==> src/rtl/uart_cmd_parser_pkg.sv <==
// Shared types and constants for the UART command-frame parser.
// Frame layout: SYNC, CMD, ARG_HI, ARG_LO, CHK.
package uart_cmd_pkg;

  typedef enum logic [2:0] {
    HUNT,
    CMD,
    AHI,
    ALO,
    CHK
  } state_e;

  localparam int unsigned FRAME_LEN       = 5;
  localparam logic [7:0]  SYNC_BYTE_DEF   = 8'h55;
  localparam int unsigned TIMEOUT_CYC_DEF = 312500;

  // 8-bit modular sum of CMD, ARG_HI and ARG_LO.
  function automatic logic [7:0] frame_sum(input logic [7:0] a,
                                           input logic [7:0] b,
                                           input logic [7:0] c);
    return a + b + c;
  endfunction

endpackage

==> src/rtl/uart_cmd_parser_if.sv <==
// Byte-in / command-out bundle between the UART receiver, the parser and the
// I2C sensor sequencer.
interface uart_cmd_parser_if;

  logic [7:0]  rx_data;
  logic        rx_done_sig;
  logic        cmd_valid;
  logic        cmd_ready;
  logic [7:0]  cmd_code;
  logic [15:0] cmd_arg;
  logic        chk_err;
  logic        to_err;
  logic        ovr_err;

  // Parser side.
  modport slave (
    input  rx_data, rx_done_sig, cmd_ready,
    output cmd_valid, cmd_code, cmd_arg, chk_err, to_err, ovr_err
  );

  // Environment side: byte source plus command consumer.
  modport master (
    output rx_data, rx_done_sig, cmd_ready,
    input  cmd_valid, cmd_code, cmd_arg, chk_err, to_err, ovr_err
  );

endinterface

==> src/rtl/uart_cmd_parser_byte_timeout_timer.sv <==
// Inter-byte timer: counts idle cycles while enabled and strobes expire_o in
// the cycle the count sits at TIMEOUT_CYC-1 without a clear.
module byte_timeout_timer #(
  parameter int unsigned TIMEOUT_CYC = 312500,
  parameter int unsigned TO_W        = 19
) (
  input  logic clk,
  input  logic rst,
  input  logic clear_i,
  input  logic enable_i,
  output logic expire_o
);

  logic [TO_W-1:0] cnt_q;
  logic [TO_W-1:0] cnt_d;

  always_comb begin
    expire_o = enable_i && !clear_i && (cnt_q == TO_W'(TIMEOUT_CYC - 1));
    if (clear_i || expire_o || !enable_i) begin
      cnt_d = '0;
    end else begin
      cnt_d = cnt_q + 1'b1;
    end
  end

  always_ff @(posedge clk or posedge rst) begin
    if (rst) begin
      cnt_q <= '0;
    end else begin
      cnt_q <= cnt_d;
    end
  end

endmodule

==> src/rtl/uart_cmd_parser.sv <==
// Assembles 5-byte command frames from the UART byte stream, validates the
// checksum and holds the decoded command on a valid/ready port.
module uart_cmd_parser
  import uart_cmd_pkg::*;
#(
  parameter logic [7:0]  SYNC_BYTE   = SYNC_BYTE_DEF,
  parameter int unsigned TIMEOUT_CYC = TIMEOUT_CYC_DEF,
  parameter int unsigned TO_W        = 19
) (
  input  logic             clk,
  input  logic             rst,
  uart_cmd_parser_if.slave bus
);

  state_e      state_q;
  logic [7:0]  cmd_sh_q;
  logic [7:0]  ahi_sh_q;
  logic [7:0]  alo_sh_q;
  logic        valid_q;
  logic [7:0]  code_q;
  logic [15:0] arg_q;
  logic        chk_err_q;
  logic        to_err_q;
  logic        ovr_err_q;

  logic        tmr_en_d;
  logic        tmr_clear_d;
  logic        expire;
  logic        accept_d;
  logic        out_free_d;
  logic        sum_ok_d;

  always_comb begin
    tmr_en_d    = (state_q != HUNT);
    tmr_clear_d = bus.rx_done_sig;
    accept_d    = valid_q & bus.cmd_ready;
    // Output can take a new frame if empty or being drained this very cycle.
    out_free_d  = ~valid_q | bus.cmd_ready;
    sum_ok_d    = (frame_sum(cmd_sh_q, ahi_sh_q, alo_sh_q) == bus.rx_data);
  end

  byte_timeout_timer #(
    .TIMEOUT_CYC (TIMEOUT_CYC),
    .TO_W        (TO_W)
  ) u_timer (
    .clk      (clk),
    .rst      (rst),
    .clear_i  (tmr_clear_d),
    .enable_i (tmr_en_d),
    .expire_o (expire)
  );

  always_ff @(posedge clk or posedge rst) begin
    if (rst) begin
      state_q   <= HUNT;
      cmd_sh_q  <= '0;
      ahi_sh_q  <= '0;
      alo_sh_q  <= '0;
      valid_q   <= 1'b0;
      code_q    <= '0;
      arg_q     <= '0;
      chk_err_q <= 1'b0;
      to_err_q  <= 1'b0;
      ovr_err_q <= 1'b0;
    end else begin
      chk_err_q <= 1'b0;
      to_err_q  <= 1'b0;
      ovr_err_q <= 1'b0;

      if (accept_d) begin
        valid_q <= 1'b0;
      end

      // A byte strobe takes priority over a coincident timer expiry.
      if (bus.rx_done_sig) begin
        unique case (state_q)
          HUNT: begin
            if (bus.rx_data == SYNC_BYTE) begin
              state_q <= CMD;
            end
          end
          CMD: begin
            cmd_sh_q <= bus.rx_data;
            state_q  <= AHI;
          end
          AHI: begin
            ahi_sh_q <= bus.rx_data;
            state_q  <= ALO;
          end
          ALO: begin
            alo_sh_q <= bus.rx_data;
            state_q  <= CHK;
          end
          CHK: begin
            state_q <= HUNT;
            if (!sum_ok_d) begin
              chk_err_q <= 1'b1;
            end else if (out_free_d) begin
              valid_q <= 1'b1;
              code_q  <= cmd_sh_q;
              arg_q   <= {ahi_sh_q, alo_sh_q};
            end else begin
              ovr_err_q <= 1'b1;
            end
          end
        endcase
      end else if (expire) begin
        state_q  <= HUNT;
        to_err_q <= 1'b1;
      end
    end
  end

  assign bus.cmd_valid = valid_q;
  assign bus.cmd_code  = code_q;
  assign bus.cmd_arg   = arg_q;
  assign bus.chk_err   = chk_err_q;
  assign bus.to_err    = to_err_q;
  assign bus.ovr_err   = ovr_err_q;

endmodule

==> src/flat_wrapper.sv <==
// flat-port wrapper written by rule: the top's interface ports become plain ports
module uart_cmd_parser_flat import uart_cmd_pkg::*;
#(
  parameter logic [7:0]  SYNC_BYTE   = SYNC_BYTE_DEF,
  parameter int unsigned TIMEOUT_CYC = TIMEOUT_CYC_DEF,
  parameter int unsigned TO_W        = 19
)
  (clk, rst, bus_rx_data, bus_rx_done_sig, bus_cmd_ready, bus_cmd_valid, bus_cmd_code, bus_cmd_arg, bus_chk_err, bus_to_err, bus_ovr_err);
  uart_cmd_parser_if bus_i ();
  input  logic clk;
  input  logic rst;
  input wire logic [$bits(bus_i.rx_data)-1:0] bus_rx_data;
  input wire logic [$bits(bus_i.rx_done_sig)-1:0] bus_rx_done_sig;
  input wire logic [$bits(bus_i.cmd_ready)-1:0] bus_cmd_ready;
  output wire logic [$bits(bus_i.cmd_valid)-1:0] bus_cmd_valid;
  output wire logic [$bits(bus_i.cmd_code)-1:0] bus_cmd_code;
  output wire logic [$bits(bus_i.cmd_arg)-1:0] bus_cmd_arg;
  output wire logic [$bits(bus_i.chk_err)-1:0] bus_chk_err;
  output wire logic [$bits(bus_i.to_err)-1:0] bus_to_err;
  output wire logic [$bits(bus_i.ovr_err)-1:0] bus_ovr_err;
  assign bus_i.rx_data = bus_rx_data;
  assign bus_i.rx_done_sig = bus_rx_done_sig;
  assign bus_i.cmd_ready = bus_cmd_ready;
  assign bus_cmd_valid = bus_i.cmd_valid;
  assign bus_cmd_code = bus_i.cmd_code;
  assign bus_cmd_arg = bus_i.cmd_arg;
  assign bus_chk_err = bus_i.chk_err;
  assign bus_to_err = bus_i.to_err;
  assign bus_ovr_err = bus_i.ovr_err;
  uart_cmd_parser #(.SYNC_BYTE(SYNC_BYTE), .TIMEOUT_CYC(TIMEOUT_CYC), .TO_W(TO_W)) u_core (.clk(clk), .rst(rst), .bus(bus_i));
endmodule
==> config.mk <==
export PLATFORM = sky130hd
export DESIGN_NAME = uart_cmd_parser_flat
export DESIGN_NICKNAME = d
export VERILOG_FILES = /design/src/rtl/uart_cmd_parser_pkg.sv /design/src/rtl/uart_cmd_parser_if.sv /design/src/rtl/uart_cmd_parser_byte_timeout_timer.sv /design/src/rtl/uart_cmd_parser.sv /design/src/flat_wrapper.sv
export SDC_FILE = /design/constraint.sdc
export NUM_CORES = 1
export LEC_CHECK = 0
export ABC_CLOCK_PERIOD_IN_PS = 6950
export CELL_PAD_IN_SITES_DETAIL_PLACEMENT = 1
export CELL_PAD_IN_SITES_GLOBAL_PLACEMENT = 1
export CORE_MARGIN = 10
export CORE_UTILIZATION = 48
export CTS_CLUSTER_SIZE = 25
export DETAILED_ROUTE_END_ITERATION = 8
export PLACE_DENSITY_LB_ADDON = 0.3
export SLEW_MARGIN = 15
export SYNTH_ARGS = -nofsm -noshare
export SYNTH_HDL_FRONTEND = slang
export SYNTH_SLANG_ARGS = --single-unit
==> constraint.sdc <==
create_clock -name clk -period 6.95 [get_ports clk]
set_input_delay 1.39 -clock clk [delete_from_list [all_inputs] [get_ports clk]]
set_output_delay 1.39 -clock clk [all_outputs]
set_load 0.01 [all_outputs]
# Word-level counts from Yosys, hierarchy flattened
# Index checks and enable logic that the tools add are counted.
# op_classes
add_sub_neg	3
n_eq_ne	8
n_mux	19
bitwise	3
n_reduce_logical	14
# ops
operator	count
19-bit by 1-bit adder with 19-bit output (second input constant)	1
19-bit equality test (second input constant)	1
19-bit 2-to-1 mux	1
8-bit adder	2
3-bit one-hot mux with 5 select lines	1
1-bit 2-to-1 mux	14
3-bit 2-to-1 mux	3
8-bit by 7-bit equality test with 1-bit output (second input constant)	1
8-bit equality test	1
2-bit AND reduction	4
3-bit by 2-bit equality test with 1-bit output (second input constant)	2
4-bit AND reduction	1
3-bit by 1-bit equality test with 1-bit output (second input constant)	1
3-bit equality test (second input constant)	1
3-bit logical NOT	1
3-bit by 2-bit inequality test with 1-bit output (second input constant)	1
3-bit nonzero test	1
1-bit logical AND	2
1-bit logical NOT	2
1-bit logical OR	2
2-bit nonzero test	1
1-bit bitwise AND	1
1-bit NOT	1
1-bit OR	1
# totals
register_bits	74
inputBits	12
word_cells	58

# Longest topological paths before layout
# Gate-level depths: netlist (run 1).
# depth
ltp_word	6
mapped_depth	12
ltp_nobuf	11

# Hierarchy
# A second synthesis (run 1) with hierarchy kept.
# hier_totals
hier_cells	284
hier_area_um2	3657.3
# modules_own_cells
module	n_inst	cells_per_inst	area_per_inst_um2	seq_area_each_um2
uart_cmd_parser	1	186	2680.1	1376.3
byte_timeout_timer	1	98	977.2	475.5

# Least setup slack after synthesis (run 1)
# OpenSTA, ideal clock, no wires.
# synth_path
path_kind	flip-flop to flip-flop
start	register u_core.alo_sh_q[1]
end	register u_core.arg_q[0], in the netlist u_core.bus.cmd_arg[0]
arrival_ns	3.020
t_required_ns	6.825
setup_slack_ns	3.806
path_stages_with_launch	11
path_buffers	1
period_less_slack_ns	3.144
cell_sequence	dfrtp_1 -> fa_1 -> ha_1 -> fa_1 -> xnor2_1 -> xnor2_1 -> nor4_1 -> nand3_1 -> nor4_4 -> buf_6 -> mux2_2
# synth_via
elab_chain_len	3
# synth_rtl
item	line	rtl
start, declared	uart_cmd_parser.sv:18	logic [7:0] alo_sh_q;
start signal, assigned	uart_cmd_parser.sv:91	alo_sh_q <= bus.rx_data;
8-bit adder	uart_cmd_parser_pkg.sv:21	return a + b + c;
8-bit equality test	uart_cmd_parser.sv:39	sum_ok_d = (frame_sum(cmd_sh_q, ahi_sh_q, alo_sh_q) == bus.rx_data);
4-bit AND reduction (no source line)	n/a	
end signal, assigned	uart_cmd_parser.sv:101	arg_q <= {ahi_sh_q, alo_sh_q};
end, declared	uart_cmd_parser.sv:21	logic [15:0] arg_q;
# No other way between the ends.
# A chain may end at the register's enable or synchronous reset.

# Worst setup path after layout (run 1)
# layout_path
start	register u_core.alo_sh_q[1]
end	register u_core.arg_q[14], in the netlist u_core.bus.cmd_arg[14]
# Same word-level chain as after synthesis.

==> results of run 1 <==
-- through the flow --
| stage | setup slack (ns) | instances |
|---|---|---|
| floorplan | 3.678 | 279 |
| global placement | 3.333 | 412 |
| detailed placement | 3.196 | 412 |
| CTS | 3.441 | 427 |
| global route | 3.219 | 427 |
| finish | 3.468 | 427 |
-- where the power goes --
group	internal (mW)	switching, mW
Clock	0.172	0.160
Sequential	0.517	0.0911
Combinational	0.401	0.454
-- worst max-delay path, stage by stage (launching register included) --
cell	delay [ns]
dfrtp_1	0.42
fa_1	0.51
ha_1	0.25
fa_1	0.42
xnor2_1	0.16
xnor2_1	0.13
nor4_1	0.30
nand3_1	0.24
nor4_4	0.18
buf_4	0.36
mux2_2	0.39
-- cells by family (layout without fill, tap and decap cells) --
group	after synthesis	count (layout)	share of synthesized area
XOR/XNOR	34	34	0.08503
AND/OR/NAND/NOR	84	84	0.1240
flip-flops	74	74	0.5288
adder cells (fa/ha/maj)	15	15	0.07074
buffers and inverters	13	62	0.01857
AO/OA/AOI/OAI	12	12	0.02215
multiplexers	47	47	0.1508
-- final cells by class --
type,count,area [um2],area share
Timing Repair Buffer,41,405.4,0.09695
Tap cell,99,123.9,0.02962
Clock inverter,5,55.05,0.01317
Clock buffer,10,137.6,0.03291
Multi-Input combinational cell,192,1585,0.3791
Inverter,6,22.52,0.005386
Sequential cell,74,1852,0.4428
-- worst min path at each step --
stage,to,slack (ns),cells past startpoint
after floorplan,u_core.u_timer.cnt_q[0]$_DFF_PP0_,0.47,1
after global placement,u_core.bus.cmd_code[0]$_DFFE_PP0P_,0.49,1
after detailed placement,u_core.bus.cmd_code[5]$_DFFE_PP0P_,0.50,1
after CTS,u_core.bus.cmd_code[0]$_DFFE_PP0P_,0.51,1
after global routing,u_core.bus.cmd_arg[9]$_DFFE_PP0P_,0.53,1
final,u_core.u_timer.cnt_q[0]$_DFF_PP0_,0.51,1
-- layout by cell type (no fill, tap or decap), types with 2 or more instances in the layout --
master	n
and4_1	2
and3_1	2
o21ai_0	4
a21oi_1	3
clkdlybuf4s50_1	39
buf_4	2
nor4b_1	3
inv_1	5
nor3_1	4
mux2_2	46
dfrtp_1	74
xnor2_1	16
nor2_1	30
nor4_1	2
clkinvlp_4	2
clkinv_2	2
fa_1	8
clkbuf_8	10
ha_1	7
nor4bb_1	2
xor2_1	18
nand3_1	11
nand2_1	16
nand4_1	4
-- sequential cells by signal (all words and copies together), names as in the netlist --
name,count
u_core.bus.chk_err,1
u_core.bus.cmd_arg,16
u_core.cmd_sh_q,8
u_core.state_q,3
u_core.bus.ovr_err,1
u_core.u_timer.cnt_q,19
u_core.bus.cmd_code,8
u_core.alo_sh_q,8
u_core.bus.cmd_valid,1
u_core.ahi_sh_q,8
u_core.bus.to_err,1
-- metal layers --
layer / up-vias / GRT usage
met5: - / 0
met4: 0 / 0.06275
met3: 9 / 0.04019
met2: 33 / 0.2396
met1: 1161 / 0.1801
li1: 1051 / -
==> results.md, run 1 <==
- CP Data Required Time: 7.17 ns
- Resize count post-CTS: 0
- Post-DRT Antenna Nets: 0
- DRC errors left: 0
- Placed Area: roughly 4000 um2
- Design Area, Final: between 4000 and 5000 um2
- Final Skew: approximately 0.012 ns
- Per-cell routed wire length: around 18 um
- Rows: 31
- CTS clock-pin slew for the worst setup and hold paths: about 0.07 ns
- Max frequency: roughly 0.29 GHz
- Max IR drop VDD: approximately 180 uV
- Lkg Pwr: between 1.5 and 2 nW
- Core Box Area: between 7000 and 8000 um2
- Slew HR: 0.3418
- CP startpoint kind: flop
- Final Util: 0.5827
- Syn Area/Cell: ~13 um2
- RSZ-0062 raised after global routing: false
- Vias in the first global route: between 2k and 3k
- Min-delay worst type: reg -> reg
- Final period utilization: 0.5011
- Routability cong.: around 0.75
- FILL cells: 750
- Vias/cell: approximately 5.3
- Final Slew Violations: 0
- DRT Wirelength: between 7000 and 8000 um
- Die width: about 110 um
- Final #Nets: approximately 350
- Crit path DAT: 3.71 ns
- Worst-skew pair later-pin latency: 0.35 ns
- Pwr per Cell Area: approximately 430 nW/um2
- Setup Fix Bufs, Post-CTS: 0
- CTS sink count: 74
- Fin crit period: roughly 3.5 ns
- Top sig layer: met4
- Max Cap Viol: 0
- Kind of critical path: reg -> reg
- RR Startpoint: u_core.alo_sh_q[1]$_DFFE_PP0P_
- Total chip power: about 1.8 mW
- Initial Utilization: 0.4881
- Critical Path Start: u_core.alo_sh_q[1]$_DFFE_PP0P_
- IO Pins: 40
- Initial antenna violation count: 0
- EDFF count, synth: 0
- First-pass GRT wire length: ~13,000 um
- Met1 Routed Length: approximately 3400 um
- Async S/R FF share, synth: 1.000
- Register bit count reported by yosys: 74
- Leading area contributor after synthesis: dfrtp_1
- Drt pass-1 iters: 4
- DR WL met3: 333 um
- Top-count cell post-synth: dfrtp_1
- CTS tree: built
- Metal2 WL: ~4000 um
- Mapped Cells: approximately 280
- GRT Util Overall: 0.1472
- Setup TNS: 0 ns
- Yosys cell types: 37
- Crit Path Max Fanout: 24
- TritonCTS Buffers: 9
- Antenna Diode Count: 0
- Largest net degree at the start of global routing: 75
- Clk buf depth: 2
- Area growth syn-to-layout: 19.40%
- FF-to-FF setup slack: 3.47 ns
- Height of the die: approximately 110 um
- Layout cells sized above 1: 0.2043
- Full die area: around 11,000 um2
- CP endpoint kind: flop
- CTS root buffer: clkbuf_8
- Residual overflow from global routing: 0
- DP Wirelength: ~5400 um
- Critical hold path startpoint: u_core.u_timer.cnt_q[0]$_DFF_PP0_
- H-tree levels: 3
- Post-synth top area share: 0.5288
- Predominant post-synthesis flop cell: dfrtp_1
- YS warnings: 0
- Fin Hold WS: a little over 0.5 ns
- Worst Reg-to-Reg Cells: 10
- Synth area leaders: dfrtp_1 (53%), mux2_2 (15%), fa_1 (4.6%)
- Hold_buf cts: 0
- Reg-to-reg endpoint: u_core.bus.cmd_arg[14]$_DFFE_PP0P_
- Sequential area share after synthesis: 0.5288
- Syn nets: around 310
- PortBufs: 39
- Setup Viol. Count Final: 0
- Worst-margin pin slew: roughly 1 ns
- Most frequent cells after synthesis: dfrtp_1 (74), mux2_2 (46), nor2_1 (30)
- Crit path to: u_core.bus.cmd_arg[14]$_DFFE_PP0P_
- Iter 0 DRT Violations: 68
- Via count: between 2k and 2.5k
- Outcome: completed
- Mapped cell area: roughly 3500 um2
- Final hold viol count: 0
No activity file was read; power rests on OpenSTA's default activity.
==> run 2, diff against run 1 <==
- ABC_CLOCK_PERIOD_IN_PS: 6950 -> 3050
- CORE_UTILIZATION: 48 -> 41
- clock period: 6.95 -> 3.05 ns (I/O delays scaled with it)
==> run 2 against run 1 <==
The run now ends with setup timing left. Global-route usage down 1.5 points. Register-to-register slack lost 3.8 ns. Power grew to 2.5 times the previous value. Non-clock buffer count grew 14. Critical endpoint is now u_core.bus.cmd_code[3]$_DFFE_PP0P_. Highest routed layer unchanged.
==> results.md, run 2 (synthesis gave the netlist of run 1 again) <==
- IO Pins: 40
- Vias/cell: 5.210
- Final #Nets: 365
- Max Cap Viol: 0
- CTS clock-pin slew for the worst setup and hold paths: ~0.08 ns
- PortBufs: 39
- Max frequency: a little under 0.3 GHz
- Initial Utilization: 0.4241
- First-pass GRT wire length: about 13,000 um
- RR Startpoint: u_core.alo_sh_q[1]$_DFFE_PP0P_
- Crit Path Max Fanout: 8
- FF-to-FF setup slack: -0.31 ns
- Reg-to-reg endpoint: u_core.bus.cmd_code[3]$_DFFE_PP0P_
- Drt pass-1 iters: 4
- CTS sink count: 74
- Most flops, register: u_core.u_timer.cnt_q
- H-tree levels: 3
- Per-cell routed wire length: 18.49 um
- TritonCTS Buffers: 9
- CP max stage delay: 0.56 ns
- Layout cells sized above 1: 0.2507
- CP endpoint kind: flop
- Finished Layout Cells: roughly 450
- CP Data Required Time: around 3.3 ns
- Fin crit period: roughly 3.4 ns
- Antenna Diode Count: 0
- RSZ-0062 raised after global routing: true
- GRT Util Overall: 0.1317
- Hold_buf cts: 0
- Largest net degree at the start of global routing: 50
- DP Wirelength: 5855 um
- Slowest-stage cell, CP: fa_1
- Most frequent standard cell in the layout excluding fill and tap cells: dfrtp_1
- Rows: 33
- Full die area: around 13,000 um2
- DP Cell Count: between 400 and 500
- CP startpoint kind: flop
- Worst-margin pin slew: about 0.68 ns
- Initial antenna violation count: 0
- Via count: around 2.3k
- CTS root buffer: clkbuf_8
- DRC errors left: 0
- Height of the die: approximately 110 um
- Routability cong.: roughly 0.82
- Pre-CTS setup slack: -0.1592 ns
- Max IR drop VDD: approximately 520 uV
- Slew HR: 0.5478
- Kind of critical path: reg -> reg
- Worst-skew pair later-pin latency: between 0.3 and 0.4 ns
- Failing checks: setup timing
- Worst Reg-to-Reg Cells: 10
- Hold path endpoint: u_core.bus.cmd_arg[8]$_DFFE_PP0P_
- Final Util: 0.5364
- Final period utilization: 1.100
- Pwr per Cell Area: between 1000 and 1500 nW/um2
- Outcome: finished, violations left
- Clk buf depth: 2
- Critical hold path startpoint: u_core.bus.cmd_arg[8]$_DFFE_PP0P_
- Core Box Area: ~8300 um2
- Fin Hold WS: between 0.5 and 0.6 ns
- Area growth syn-to-layout: 26.47%
- Min-delay worst type: reg -> reg
- Hold depth: 1
- Final Skew: between 0.01 and 0.015 ns
- Crit path DAT: around 3.6 ns
- Residual overflow from global routing: 0
- Max reg flops: 19
- CTS tree: built
- Iter 0 DRT Violations: 51
- Post-DRT Antenna Nets: 0
- Die width: between 100 and 150 um
- Final Slew Violations: 0
- Fin worst setup slack: -0.3059 ns
- Lkg Pwr: roughly 2.0 nW
- Final hold viol count: 0
- Vias in the first global route: ~2.5k
- Crit path cell chain: fa_1 > ha_2 > fa_2 > xor2_1 > nor4_1 > nand3_1 > nor4_4 > buf_4 > buf_8 > mux2_2
- Most frequent cells in the layout: dfrtp_1 (74), clkdlybuf4s50_1 (39), mux2_2 (38), nor2_1 (29), xor2_1 (18)
- DRT Wirelength: 8282 um
- Setup Viol. Count Final: 26
run 2: changes by cell type in the layout (fill, tap and decap cells not counted), moves of 2 or more:
cell | before | now
buf_4 | 2 | 12
mux2_2 | 46 | 38
mux2_4 | 0 | 8
buf_8 | 0 | 2
bufinv_16 | 1 | 3
clkinvlp_4 | 2 | 0
run 2: layout make-up:
type | count | area [um2]
fill | 880 | 3829
sequential | 74 | 1852
multi-input combinational | 192 | 1630
clock inverter | 5 | 100.1
inverter | 6 | 22.52
tap | 105 | 131.4
timing repair buffer | 55 | 541.8
clock buffer | 11 | 151.4
run 2: timing repair:
action	in CTS	in global routing
endpoints found under the setup margin	25	26
pin swaps	0	3
gates resized for setup	3	12
setup buffers	3	3
run 2: layer usage:
| layer | share of wire | global-route usage | up-vias | routed length (um) |
|---|---|---|---|---|
| met3 | 0.048 | 0.04952 | 7 | 397 |
| met5 | 0 | 0 | - | 0 |
| li1 | - | - | 1083 | - |
| met4 | 0.010 | 0.03553 | 0 | 86 |
| met1 | 0.46 | 0.1646 | 1206 | 3850 |
| met2 | 0.48 | 0.2090 | 38 | 3947 |
run 2: metrics by stage:
stage	power, mW	instance area, um2	TNS (ns)
after CTS	4.462	4359	-4.194
after detailed placement	3.434	4074	-3.281
after floorplan	2.919	3507	-0.3618
after global routing	4.910	4429	-9.826
after global placement	3.327	4074	-0.3010
final	4.540	4429	-7.220
run 2: where the power goes:
part	total (mW)	switching, mW	internal [mW]
logic	2.20	1.15	1.05
registers	1.39	0.213	1.18
clock network	0.952	0.366	0.586
total	4.54	1.73	2.81
run 2: worst max path at each step:
stage	from	end	slack, ns
floorplan	u_core.alo_sh_q[1]$_DFFE_PP0P_	u_core.bus.cmd_arg[0]$_DFFE_PP0P_	-0.02
global placement	u_core.ahi_sh_q[1]$_DFFE_PP0P_	u_core.bus.cmd_arg[5]$_DFFE_PP0P_	-0.02
detailed placement	u_core.alo_sh_q[1]$_DFFE_PP0P_	u_core.bus.cmd_arg[11]$_DFFE_PP0P_	-0.16
CTS	u_core.ahi_sh_q[1]$_DFFE_PP0P_	u_core.bus.cmd_arg[5]$_DFFE_PP0P_	-0.20
global route	u_core.alo_sh_q[1]$_DFFE_PP0P_	u_core.bus.cmd_code[7]$_DFFE_PP0P_	-0.41
finish	u_core.alo_sh_q[1]$_DFFE_PP0P_	u_core.bus.cmd_code[3]$_DFFE_PP0P_	-0.31
run 2: critical path: cells and delay by family (launching register included):
family,cells,cell delay (ns)
buffers and inverters,2,0.34
flip-flops,1,0.40
XOR/XNOR,1,0.16
adder cells (fa/ha/maj),3,1.19
multiplexers,1,0.34
AND/OR/NAND/NOR,3,0.80
